==> config.mk <==
export PLATFORM = sky130hd
export DESIGN_NAME = spi_frame_receiver
export DESIGN_NICKNAME = d
export VERILOG_FILES = /design/src/rtl/spi_frame_receiver.sv
export SDC_FILE = /design/constraint.sdc
export NUM_CORES = 1
export LEC_CHECK = 0
export ABC_AREA = 1
export ABC_CLOCK_PERIOD_IN_PS = 4500
export BUFFER_PORTS_ARGS = -buffer_cell sky130_fd_sc_hd__buf_2
export CORE_ASPECT_RATIO = 1.5
export CORE_MARGIN = 3
export CORE_UTILIZATION = 32
export CTS_CLUSTER_DIAMETER = 120
export DETAILED_ROUTE_END_ITERATION = 8
export GPL_ROUTABILITY_DRIVEN = 0
export PLACE_DENSITY_LB_ADDON = 0.05
export SLEW_MARGIN = 20
export SYNTH_ARGS = -nofsm -noshare
export SYNTH_HDL_FRONTEND = slang
export SYNTH_SLANG_ARGS = --single-unit
==> constraint.sdc <==
create_clock -name clk -period 4.5 [get_ports clk]
set_input_delay 0.9 -clock clk [delete_from_list [all_inputs] [get_ports clk]]
set_output_delay 0.9 -clock clk [all_outputs]
set_load 0.005 [all_outputs]
==> src/rtl/spi_frame_receiver.sv <==
// rtl/spi_frame_receiver.sv - SPI slave frame receiver with synchronizers, framing FSM and show-ahead FIFO
module spi_frame_receiver #(
    parameter int DATA_W      = 9,
    parameter int FIFO_DEPTH  = 8,
    parameter int SYNC_STAGES = 2
) (
    input  logic                          clk,
    input  logic                          rst_n,
    input  logic                          sclk,
    input  logic                          cs,
    input  logic                          mosi,
    output logic [DATA_W-1:0]             rx_data,
    output logic                          rx_valid,
    input  logic                          rx_ready,
    output logic [$clog2(FIFO_DEPTH):0]   fifo_count,
    output logic                          overflow,
    output logic                          frame_error,
    input  logic                          clear_err
);

    localparam int AW = $clog2(FIFO_DEPTH);
    localparam int CW = $clog2(DATA_W + 1);

    typedef enum logic [1:0] {IDLE, SHIFT, WAIT_CS_HIGH} state_t;

    state_t                 r_state, w_state_nxt;
    logic [SYNC_STAGES-1:0] r_sclk_sync, r_cs_sync, r_mosi_sync;
    logic [SYNC_STAGES:0]   r_arm;
    logic                   r_sclk_prev, r_cs_prev;
    logic                   w_sclk_s, w_cs_s, w_mosi_s, w_rise, w_cs_fall;
    logic                   w_start, w_shift, w_last, w_ferr_set;
    logic [CW-1:0]          r_bit_cnt;
    logic [DATA_W-1:0]      r_shift;
    logic                   r_push;
    logic [DATA_W-1:0]      r_mem [FIFO_DEPTH];
    logic [AW-1:0]          r_wr_ptr, r_rd_ptr;
    logic [AW:0]            r_count;
    logic                   w_pop, w_full, w_wr, w_ovf_set;

    assign w_sclk_s = r_sclk_sync[SYNC_STAGES-1];
    assign w_cs_s   = r_cs_sync[SYNC_STAGES-1];
    assign w_mosi_s = r_mosi_sync[SYNC_STAGES-1];
    assign w_rise   = w_sclk_s & ~r_sclk_prev;
    // r_arm masks the reset value of the cs synchronizer so only a genuine post-reset falling edge starts a frame
    assign w_cs_fall = r_arm[SYNC_STAGES] & r_cs_prev & ~w_cs_s;

    always_ff @(posedge clk or negedge rst_n) begin
        if (!rst_n) begin
            r_sclk_sync <= '0;
            r_cs_sync   <= '1;
            r_mosi_sync <= '0;
            r_sclk_prev <= 1'b0;
            r_cs_prev   <= 1'b1;
            r_arm       <= '0;
        end else begin
            r_sclk_sync <= {r_sclk_sync[SYNC_STAGES-2:0], sclk};
            r_cs_sync   <= {r_cs_sync[SYNC_STAGES-2:0], cs};
            r_mosi_sync <= {r_mosi_sync[SYNC_STAGES-2:0], mosi};
            r_sclk_prev <= w_sclk_s;
            r_cs_prev   <= w_cs_s;
            r_arm       <= {r_arm[SYNC_STAGES-1:0], 1'b1};
        end
    end

    always_ff @(posedge clk or negedge rst_n) begin
        if (!rst_n) r_state <= IDLE;
        else        r_state <= w_state_nxt;
    end

    always_comb begin
        w_state_nxt = r_state;
        w_start     = 1'b0;
        w_shift     = 1'b0;
        w_last      = 1'b0;
        w_ferr_set  = 1'b0;
        case (r_state)
            IDLE: begin
                if (w_cs_fall) begin
                    w_state_nxt = SHIFT;
                    w_start     = 1'b1;
                end
            end
            SHIFT: begin
                if (w_cs_s) begin
                    w_state_nxt = IDLE;
                    w_ferr_set  = 1'b1;
                end else if (w_rise) begin
                    w_shift = 1'b1;
                    if (r_bit_cnt == CW'(DATA_W - 1)) begin
                        w_last      = 1'b1;
                        w_state_nxt = WAIT_CS_HIGH;
                    end
                end
            end
            WAIT_CS_HIGH: begin
                if (w_cs_s)      w_state_nxt = IDLE;
                else if (w_rise) w_ferr_set  = 1'b1;
            end
            default: w_state_nxt = IDLE;
        endcase
    end

    always_ff @(posedge clk or negedge rst_n) begin
        if (!rst_n) begin
            r_bit_cnt <= '0;
            r_shift   <= '0;
            r_push    <= 1'b0;
        end else begin
            r_push <= w_last;
            if (w_start) begin
                r_bit_cnt <= '0;
                r_shift   <= '0;
            end else if (w_shift) begin
                r_bit_cnt <= r_bit_cnt + CW'(1);
                r_shift   <= {r_shift[DATA_W-2:0], w_mosi_s};
            end
        end
    end

    assign w_pop      = rx_valid & rx_ready;
    assign w_full     = (r_count == (AW+1)'(FIFO_DEPTH));
    assign w_wr       = r_push & (~w_full | w_pop);
    assign w_ovf_set  = r_push & w_full & ~w_pop;
    assign fifo_count = r_count;
    assign rx_valid   = (r_count != '0);
    assign rx_data    = rx_valid ? r_mem[r_rd_ptr] : '0;

    always_ff @(posedge clk) begin
        if (w_wr) r_mem[r_wr_ptr] <= r_shift;
    end

    always_ff @(posedge clk or negedge rst_n) begin
        if (!rst_n) begin
            r_wr_ptr <= '0;
            r_rd_ptr <= '0;
            r_count  <= '0;
        end else begin
            if (w_wr)  r_wr_ptr <= r_wr_ptr + AW'(1);
            if (w_pop) r_rd_ptr <= r_rd_ptr + AW'(1);
            case ({w_wr, w_pop})
                2'b10:   r_count <= r_count + (AW+1)'(1);
                2'b01:   r_count <= r_count - (AW+1)'(1);
                default: r_count <= r_count;
            endcase
        end
    end

    // A set event in the same cycle wins over clear_err
    always_ff @(posedge clk or negedge rst_n) begin
        if (!rst_n) begin
            overflow    <= 1'b0;
            frame_error <= 1'b0;
        end else begin
            if (w_ovf_set)      overflow <= 1'b1;
            else if (clear_err) overflow <= 1'b0;
            if (w_ferr_set)     frame_error <= 1'b1;
            else if (clear_err) frame_error <= 1'b0;
        end
    end

endmodule

Word-level counts from Yosys, hierarchy flattened
Memories as Yosys holds them, arrays and structs flattened.
Index checks and enable logic that the tools add are counted.
- $add $sub $neg: 5
- equal/unequal tests: 10
- muxes and demuxes: 28
- bitwise operators: 12
- reduce and logical (&&, ||, !) cells: 7
- operator list (operator ; number):
    $mux 9 ; 3
    $mux 1 ; 15
    $mux 2 ; 5
    $add 4x1->4 const B ; 2
    $eq 4x4->1 const B ; 2
    $mux 4 ; 2
    $pmux 4 s2 ; 1
    $reduce_bool 2->1 ; 4
    $and 1x1->1 ; 7
    $add 3x1->3 const B ; 2
    $ne 3x3->1 const B ; 2
    $pmux 2 s3 ; 1
    $eq 2x1->1 const B ; 2
    $eq 2x2->1 const B ; 2
    $ne 2x2->1 const B ; 2
    $not 1->1 ; 4
    $reduce_and 4->1 ; 1
    $reduce_bool 4->1 ; 1
    $sub 4x1->4 const B ; 1
    $logic_not 2->1 ; 1
    $pmux 1 s2 ; 1
    $or 1x1->1 ; 1
- bits in registers: 39
- memory bits (writable): 72
- input bits: 7
- output and inout bits: 16
- word-level logic and storage cells: 78
- memories: 1
- memories (name ; depth ; width ; rd ports ; clocked after memory_dff ; write ports ; line ; text):
    r_mem ; 8 ; 9 ; 1 ; 0 ; 1 ; 35 ; logic [DATA_W-1:0] r_mem [FIFO_DEPTH];

Depth between registers and ports, before layout
- depth after elaboration: 7
- gate-level depth with buffers: 13

Least setup slack after synthesis
Ideal clock, no wire load.
- path type: input to register
- start point: input port rx_ready
- end point: register r_count[2], in the netlist fifo_count[2]
- library setup time: 0.082 ns
- data arrival time: 2.143 ns
- data required time: 4.418 ns
- setup slack: 2.275 ns
- stages: 10
- path buffers: 0
- path through: nor2_1 > nand3_2 > nand2_2 > ha_1 > nor2_1 > nor2_1 > ha_1 > a21oi_1 > or2_2 > a31oi_1
- longest elaborated chain between the ends: 5
- RTL lines (what ; line ; text):
    start, declared ; 14 ; input logic rx_ready,
    $and 1x1->1 * ; 120 ; assign w_pop = rx_valid & rx_ready;
    $or 1x1->1 ; 122 ; assign w_wr = r_push & (~w_full | w_pop);
    $and 1x1->1 ; 122 ;
    $eq 2x1->1 / $eq 2x2->1 (equally long branches) ; 140 ; case ({w_wr, w_pop})
    $pmux 4 s2 / $reduce_bool 2->1 (equally long branches) ; - ;
    end signal, assigned ; 141 ; 2'b10: r_count <= r_count + (AW+1)'(1);
    end signal, assigned ; 142 ; 2'b01: r_count <= r_count - (AW+1)'(1);
    end signal, assigned ; 143 ; default: r_count <= r_count;
    end, declared ; 37 ; logic [AW:0] r_count;
Every way passes the cells marked *; elsewhere a longest branch is shown, timed or not.
A chain may end at the register's enable or synchronous reset.

Worst setup path in the final report
- start point: register r_rd_ptr[0]
- end point: output port rx_data[6]
- longest elaborated chain between the ends: 2
- RTL lines (what ; line ; text):
    start, declared ; 36 ; logic [AW-1:0] r_wr_ptr, r_rd_ptr;
    start signal, assigned ; 139 ; if (w_pop) r_rd_ptr <= r_rd_ptr + AW'(1);
    $mem_v2 8x9 ; - ;
    $mux 9 ; 126 ; assign rx_data = rx_valid ? r_mem[r_rd_ptr] : '0;
    end, declared ; 12 ; output logic [DATA_W-1:0] rx_data,
Every way passes these cells.

==> out/qor.txt <==
Outcome: completed
Antenna Nets Post-Route: 0
Clk_lat worst skew: 0.34 ns
Kind of critical path: reg -> out
# DRC: 0
GRT Residual Overflow: 0
Number of I/O port buffers: 22
Root Driver: clkbuf_16
Final setup TNS: 0 ns
Switch Pwr: 0.00113 W
Cts repair resizes: 0
FF-to-FF Start: fifo_count[1]$_DFFE_PN0P_
Final Slew Violations: 0
DP HPWL: 6.89 mm
Hold WC Path Type: reg -> reg
Footprint of the multi-input gates: 1240 um2
Unrepaired setup endpoints after global routing: no
Worst setup EP type: primary output
Worst hold path depth: 0
Die width: 104 um
Power Internal: 0.00205 W
R2R Path End: fifo_count[2]$_DFFE_PN0P_
CP required: 3.60 ns
Lkg Pwr: 2.03 nW
Max-slew headroom: 41.4%
Gr usage total: 13.5%
CTS tree: yes
Peak supply drop: 0.000207 V
Ys async rst share: 35.1%
Final wirelength: 10.4 mm
# hold bufs at CTS: 0
Share of cells above drive strength 1: 14.4%
Yosys top cell area share: 46.5%
Antenna diode count: 0
Drt pass-1 iters: 4
Die Area: 16100 um2
Area added between synthesis and finish: 11.6%
Initial antenna violation count: 0
IO Count: 23
Synth Register Bits: 111
FF+latch area: 3140 um2
Routed via count: 2901
Final hold violations: 0
Post-CTS Setup Inserts: 0
Period utilisation layout: 64.2%
Inserted Clock Buffers: 9
Synth Flop Type: edfxtp_1
Crit path time final: 2.89 ns
Iter 0 DRT Violations: 94
Dpl cells: 606
Data arrival time of the worst path: 1.99 ns
Vias in the first global route: 2830
Clock Sinks: 111
Yosys warning count: 0
Final cell count without fillers: 622
Post-Synthesis Cell Area: 4650 um2
Core Footprint: 14100 um2
Vias per cell: 4.66
Hold_sp: r_mosi_sync[0]$_DFF_PN0_
Sequential share of the synthesized area: 67.5%
Sw Ratio: 35.5%
Clock Skew: 0.00578 ns
Max Root-Sink Buffers: 2
Post-synth cell types: 32
Synth Net Count: 419
Final setup violation count: 0
Highest achievable clock rate: 346 MHz
Combinational share of power: 27.9%
Layout fillers: 1419
Largest net degree at the start of global routing: 40
Post-synth EDFFs: 72
Die Y: 154 um
Slew @ Worst Pin: 0.879 ns
Max-Cap Viols: 0
Pwr per Cell Area: 611 nW/um2
First-pass GRT wire length: 16.2 mm
Wire length per cell: 16.7 um
Worst R2R Setup Slack: 1.81 ns
Count leader, synth: nor2_1
Clock share of power: 25.4%
H-Tree Depth: 3
Most instantiated cells after synthesis: nor2_1, edfxtp_1, nand2_1
Crit path max fanout: 37
Largest cells by area after synthesis: edfxtp_1, dfrtp_1, nor2_1, nand2_1, o21ai_0
Initial Util: 33.0%
Placement row count: 53
Clock slew at reported path FFs: 0.07 ns
CP Launch Type: register
Mean Syn Cell Area: 11.6 um2
Area leader, netlist: edfxtp_1
Reg power frac: 46.7%
Final nets: 442
Cells after synthesis: 402
Hold EP: r_mosi_sync[1]$_DFF_PN0_
Register-to-Register Path Depth: 12
[placed cells by master (no fill, tap or decap)]
| cell | instances |
|---|---|
| or2_4 | 1 |
| nor2_1 | 77 |
| xor2_1 | 2 |
| edfxtp_1 | 72 |
| o211ai_1 | 7 |
| nor2_2 | 8 |
| o21ai_2 | 1 |
| clkinvlp_4 | 2 |
| dfrtp_1 | 36 |
| o211ai_2 | 2 |
| inv_1 | 28 |
| inv_8 | 2 |
| bufinv_16 | 1 |
| o21ai_1 | 22 |
| inv_2 | 1 |
| clkbuf_1 | 1 |
| o22ai_1 | 11 |
| clkinv_2 | 1 |
| dfstp_2 | 3 |
| a31oi_1 | 1 |
| or2_2 | 1 |
| buf_2 | 22 |
| nand2_1 | 45 |
| nand3_1 | 14 |
| a21oi_1 | 6 |
| nand4_1 | 1 |
| buf_4 | 5 |
| nand3_2 | 1 |
| nand2_2 | 1 |
| o21ai_0 | 31 |
| ha_1 | 10 |
| conb_1 | 1 |
| clkinv_4 | 1 |
| xnor2_1 | 3 |
| clkbuf_16 | 9 |
[sequential cells by signal, indices dropped and copies added, names as in the netlist, 3 cells and up]
register / cells
r_wr_ptr: 3
r_arm: 3
r_bit_cnt: 4
r_rd_ptr: 3
fifo_count: 4
r_shift: 9
r_mem: 72
[metal layers]
metal / track usage (%) / share of wire, %
met1: 16.4 / 44
met2: 23.9 / 53
met3: 2.27 / 2.4
met4: 4.75 / 1.2
met5: 0 / 0
[stage by stage]
| stage | util, % | hold WS, ns | setup WS [ns] | cell area (um2) | power [W] |
|---|---|---|---|---|---|
| 3_3_place_gp | 34.7 | 0.335 | 1.80 | 4890 | 0.00242 |
| 4_1_cts | 36.8 | 0.352 | 1.55 | 5190 | 0.00324 |
| 6_report | 36.8 | 0.351 | 1.61 | 5190 | 0.00317 |
| 5_1_grt | 36.8 | 0.359 | 1.45 | 5190 | 0.00341 |
| 3_5_place_dp | 34.7 | 0.335 | 1.77 | 4890 | 0.00243 |
| 2_1_floorplan | - | 0.331 | 2.28 | 4650 | 0.00212 |
[worst max path at each step]
stage,start,endpoint,slack [ns],cells after the start
after floorplan,rx_ready,fifo_count[2]$_DFFE_PN0P_,2.28,10
after CTS,r_rd_ptr[0]$_DFFE_PN0P_,rx_data[6],1.55,7
final,r_rd_ptr[0]$_DFFE_PN0P_,rx_data[6],1.61,7
after detailed placement,fifo_count[1]$_DFFE_PN0P_,fifo_count[2]$_DFFE_PN0P_,1.77,12
after global routing,r_rd_ptr[1]$_DFFE_PN0P_,rx_data[8],1.45,6
after global placement,fifo_count[1]$_DFFE_PN0P_,fifo_count[2]$_DFFE_PN0P_,1.80,12
[kinds of logic (layout without fill, tap and decap cells)]
group | Yosys count | after routing | synth area share, %
fa+ha+maj | 10 | 10 | 2.69
other cells | 1 | 1 | 0.0806
simple gates | 149 | 149 | 13.2
flops | 111 | 111 | 67.5
compound gates | 81 | 81 | 9.81
xor+xnor | 5 | 5 | 0.941
buf+inv | 45 | 73 | 5.75
[layout make-up]
type	count	share of cell area (%)
Clock buffer	10	4.41
Clock inverter	6	1.35
Inverter	30	2.31
Multi-Input combinational cell	246	24.0
Sequential cell	111	60.5
Tap cell	192	4.63
Timing Repair Buffer	27	2.84
[power by group through the flow]
stage | Combinational [W] | Sequential [W] | Clock, W
final | 0.000887 | 0.00148 | 0.000805
after global routing | 0.00103 | 0.00151 | 0.000866
after CTS | 0.000918 | 0.00149 | 0.000832
after detailed placement | 0.000916 | 0.00151 | 0
after global placement | 0.000906 | 0.00151 | 0
after floorplan | 0.000736 | 0.00139 | 0
[worst max-delay path: stages (launching register included)]
cell and delay, ns:
dfrtp_1 0.47, buf_4 0.26, inv_8 0.21, nor2_1 0.07, o22ai_1 0.17, nor2_1 0.05
nor2_1 0.25, buf_2 0.17
Power figures use the tool's default switching activity.
